===== src/rtl/onehot_enc_qual.sv =====
// onehot_enc_qual: collapses a one-hot select vector back to its binary code.
// A candidate is accepted only after STABLE_CYCLES consecutive identical
// well-formed beats. The code is then held on a registered valid/ready output.
// Non-one-hot beats (zero or multi-hot) are dropped. Each one raises a
// one-cycle error pulse and bumps a saturating error counter.
//
// Ports:
//   Clock, Reset_n   rising-edge clock, asynchronous active-low reset
//   eq_in/in_valid   one-hot candidate and its valid
//   in_ready         combinational, low only while an output is held
//   code_out         binary index of the qualified bit
//   out_valid        code_out valid
//   out_ready        downstream accept
//   err_onehot       pulse: a malformed beat was accepted last cycle
//   err_count        saturating count of malformed beats
module onehot_enc_qual #(
  parameter  int WIDTH         = 4,
  parameter  int STABLE_CYCLES = 2,
  parameter  int ERR_CNT_W     = 8,
  localparam int CODE_W        = $clog2(WIDTH)
) (
  input  logic                 Clock,
  input  logic                 Reset_n,
  input  logic [WIDTH-1:0]     eq_in,
  input  logic                 in_valid,
  output logic                 in_ready,
  output logic [CODE_W-1:0]    code_out,
  output logic                 out_valid,
  input  logic                 out_ready,
  output logic                 err_onehot,
  output logic [ERR_CNT_W-1:0] err_count
);

  localparam int CNT_W = $clog2(STABLE_CYCLES + 1);
  localparam logic [CNT_W-1:0] STABLE_C = CNT_W'(STABLE_CYCLES);

  typedef enum logic [1:0] {IDLE, QUAL, HOLD} state_t;

  state_t                 state, state_nx;
  logic [WIDTH-1:0]       cand, cand_nx;
  logic [CNT_W-1:0]       cnt, cnt_nx, cnt_inc;
  logic [CODE_W-1:0]      code_nx;
  logic                   ov_nx, err_nx;
  logic [ERR_CNT_W-1:0]   ecnt_nx;
  logic [WIDTH-1:0]       eq_m1;
  logic                   well_formed, accept;

  // OR of set-bit indices; only applied to one-hot vectors, so this is exact.
  function automatic logic [CODE_W-1:0] enc(input logic [WIDTH-1:0] v);
    logic [CODE_W-1:0] r;
    r = '0;
    for (int i = 0; i < WIDTH; i++)
      if (v[i]) r = r | CODE_W'(i);
    return r;
  endfunction

  // Exactly one bit set: non-zero and clearing the lowest set bit leaves zero.
  assign eq_m1       = eq_in - WIDTH'(1);
  assign well_formed = (eq_in != '0) && ((eq_in & eq_m1) == '0);
  assign in_ready    = (state != HOLD);
  assign accept      = in_valid & in_ready;
  assign cnt_inc     = cnt + CNT_W'(1);

  always_comb begin
    state_nx = state;
    cand_nx  = cand;
    cnt_nx   = cnt;
    code_nx  = code_out;
    ov_nx    = out_valid;
    err_nx   = 1'b0;
    ecnt_nx  = err_count;
    case (state)
      IDLE, QUAL: begin
        if (accept && !well_formed) begin
          err_nx   = 1'b1;
          if (err_count != '1) ecnt_nx = err_count + ERR_CNT_W'(1);
          state_nx = IDLE;
          cnt_nx   = '0;
        end else if (accept && state == IDLE) begin
          cand_nx = eq_in;
          cnt_nx  = CNT_W'(1);
          if (STABLE_CYCLES == 1) begin
            code_nx  = enc(eq_in);
            ov_nx    = 1'b1;
            state_nx = HOLD;
          end else begin
            state_nx = QUAL;
          end
        end else if (accept) begin
          if (eq_in == cand) begin
            cnt_nx = cnt_inc;
            if (cnt_inc == STABLE_C) begin
              code_nx  = enc(cand);
              ov_nx    = 1'b1;
              state_nx = HOLD;
            end
          end else begin
            // A different clean select restarts qualification, not an error.
            cand_nx = eq_in;
            cnt_nx  = CNT_W'(1);
          end
        end
      end
      HOLD: begin
        if (out_ready) begin
          ov_nx    = 1'b0;
          state_nx = IDLE;
          cnt_nx   = '0;
        end
      end
      default: state_nx = IDLE;
    endcase
  end

  always_ff @(posedge Clock or negedge Reset_n) begin
    if (!Reset_n) begin
      state      <= IDLE;
      cand       <= '0;
      cnt        <= '0;
      code_out   <= '0;
      out_valid  <= 1'b0;
      err_onehot <= 1'b0;
      err_count  <= '0;
    end else begin
      state      <= state_nx;
      cand       <= cand_nx;
      cnt        <= cnt_nx;
      code_out   <= code_nx;
      out_valid  <= ov_nx;
      err_onehot <= err_nx;
      err_count  <= ecnt_nx;
    end
  end

endmodule


===== config.mk =====
export PLATFORM = sky130hd
export DESIGN_NAME = onehot_enc_qual
export DESIGN_NICKNAME = d
export VERILOG_FILES = /design/src/rtl/onehot_enc_qual.sv
export SDC_FILE = /design/constraint.sdc
export NUM_CORES = 1
export LEC_CHECK = 0
export ABC_CLOCK_PERIOD_IN_PS = 3900
export CORE_ASPECT_RATIO = 0.9
export CORE_UTILIZATION = 50
export DETAILED_ROUTE_END_ITERATION = 8
export PLACE_DENSITY = 0.86
export SLEW_MARGIN = 20
export SYNTH_ARGS = -nofsm -noshare
export SYNTH_HDL_FRONTEND = slang
export SYNTH_SLANG_ARGS = --single-unit

===== constraint.sdc =====
create_clock -name Clock -period 3.9 [get_ports Clock]
set_clock_uncertainty 0.15 [all_clocks]
set_input_delay 0.78 -clock Clock [delete_from_list [all_inputs] [get_ports Clock]]
set_output_delay 0.78 -clock Clock [all_outputs]
set_load 0.05 [all_outputs]

==> run metrics <==
Synth top cells by count dfrtp_1 (20), nand2_1 (8), xor2_1 (7); mux contribution to synthesized area 0.1020; startpoint types flip-flop; syn nets 100; Worst Tran Pin Value 0.8890 ns; ys flop type dfrtp_1; num rows 15; routed via count 747; number of cells after detailed placement 135; final hold violations 0; period utilisation layout 0.6601; vias in the first global route 755; filler instances 143; TritonCTS clock tree yes; Power Dens Cells 597.8 nW/µm²; total global-route track usage 0.1962; sw frac 0.4385; Layout Nets 125; P_int 0.4229 mW; WL per Instance 13.75 µm; status finished, final reports clean; Place WS 1.154 ns; Final ANT Viol Nets 0; top cell type's share of synthesized area 0.4975; Die Height 44.55 µm; Final Cell Area 1260 µm²; total wire length 1.898 mm; Synthesis Warnings 0; Clock Power Share 0.125; PortBufs 20; Synth Area in Compound Gates 0.06343; Mapped Cells 90; htree depth 1; Power Total around 0.75 mW; final setup fails 0; dpl hpwl about 1.5 mm; first-pass GRT wire length about 3.2 mm; Worst-Skew Late Latency 0.30 ns; initial antenna violation count 0; Cell Count, Final, Fillers Out 138; Util after Layout 0.6647; fraction of registers with async set/reset 1.000; Distinct cells, synth 30; peak fanout along the critical path 4; Post-Synth XOR/XNOR Area 0.1020; synth top area cells dfrtp_1 (50%), mux2_2 (6.7%), xor2_1 (6.1%), xnor2_2 (3.2%), nand3_1 (3.0%); maximum VDD drop 0.0003818 V; Initial DRC Count 14; antenna diode count 0; leading area contributor after synthesis dfrtp_1; core area 1896 µm²; Arr. time, crit path about 1.6 ns; CP endpoint kind output pin; Avg Cell Area, Syn around 11 µm²; die area about 2200 µm²; grt ovf 0; Max-cap violations 0; Psw between 0.3 and 0.4 mW; post-CTS sizing 0; largest net degree at the start of global routing 21; Synth Register Bits 20; # DRC 0; Slew Limit Fails 0; RSZ-0062 raised after global routing no; final worst setup slack around 1.3 ns; final worst path period need approximately 2.6 ns; P&R area growth vs syn 25.25%; layout cells sized above 1 0.1416; Routability Congestion 0.7991; share of power burned in combinational logic 0.454; drt first pass iters 4; average vias per placed instance 5.413; Die W 49.28 µm; sequential share of power 0.420; TNS Setup 0 ns; Max-Slew Margin vs Limit 0.4054; WP data required 2.97 ns; CTS clock-pin slew for the worst setup and hold paths 0.11 ns; fmax ~390 MHz; placed inst area 1237 µm²; Final Hold Slack 0.3443 ns; Post-synth EDFFs 0; worst min-delay path category reg2reg; count leader, synth dfrtp_1; P_leak 0.5574 nW; CP Class reg2out; Post-CTS Hold Buffers 0; Post-CTS Setup Inserts 0; deepest clock path buffer count 2; Adder-Cell Fraction of Synth Area 0.02488; Simple-Gate Fraction of Synth Area 0.1878; Ports 21; Num CTS Buffers 3; CTS root buffer clkbuf_4; Sink Count 20; Netlist Area Pre-Place 1006 µm²; Initial Utilization 0.5307; largest family of logic cells by synthesized area simple AND/OR/NAND/NOR gates; sequential area share after synthesis 0.4975
-- flip-flops by register name (all words and copies together) (netlist names) --
| name | flops |
|---|---|
| out_valid | 1 |
| state | 2 |
| code_out | 2 |
| err_onehot | 1 |
| cand | 4 |
| err_count | 8 |
| cnt | 2 |
-- power groups by stage --
stage	Clock (mW)	Sequential, mW	Combinational [mW]
detailed placement	0	0.321	0.343
CTS	0.0972	0.316	0.344
global route	0.106	0.327	0.365
finish	0.0943	0.317	0.342
global placement	0	0.318	0.334
floorplan	0	0.442	0.101
-- per-layer routing --
| metal | track usage | share of wire | vias up |
|---|---|---|---|
| li1 | - | - | 365 |
| met1 | 0.2367 | 0.45 | 354 |
| met2 | 0.3562 | 0.51 | 24 |
| met3 | 0.04124 | 0.034 | 4 |
| met4 | 0.05882 | 0.0095 | 0 |
| met5 | 0 | 0 | - |
-- worst paths after layout --
check | startpoint | end | slack (ns) | cells after the start
max in group asynchronous | Reset_n | cand[0] | 2.23 | 1
min in group asynchronous | Reset_n | out_valid | 0.83 | 1
min | out_valid | out_valid | 0.34 | 2
max reg2reg | state[1] | err_count[6] | 2.08 | 4
min reg2reg | out_valid | out_valid | 0.34 | 2
max | state[0] | in_ready | 1.33 | 3
-- placed cells by master, fill, tap and decap left out, types with 2 or more instances in the layout --
cell type,netlist,routed
nand2_1,8,8
dfrtp_1,20,20
xnor2_2,2,2
mux2i_1,2,2
clkdlybuf4s50_1,0,20
nand4_1,2,2
xor2_1,7,7
nand3_1,6,6
inv_1,6,6
nor2_1,5,5
mux2_2,6,6
clkbuf_4,0,3
o21ai_0,2,2
nor3_1,5,5
ha_1,2,2
-- worst max-delay path: stages (launching register included) --
cell	delay, ns
dfrtp_1	0.39
inv_1	0.08
nand2_1	0.08
clkdlybuf4s50_1	0.79
-- cells by family (layout without fill, tap and decap cells) --
group	after synthesis	count (layout)
AOI/OAI and AO/OA	7	7
buffers and inverters	6	29
and+or+nand+nor	36	36
muxes	9	9
DFF	20	20
adders and majority gates	2	2
xor gates and xnor gates	10	10
-- final cells by class --
cell class	count	area, µm²	share of cell area
Sequential cell	20	500.5	0.3972
Timing Repair Buffer	20	200.2	0.1589
Tap cell	25	31.28	0.02483
Clock buffer	3	22.52	0.01787
Multi-Input combinational cell	64	483.0	0.3833
Inverter	6	22.52	0.01787
No activity file was read; power rests on OpenSTA's default activity.
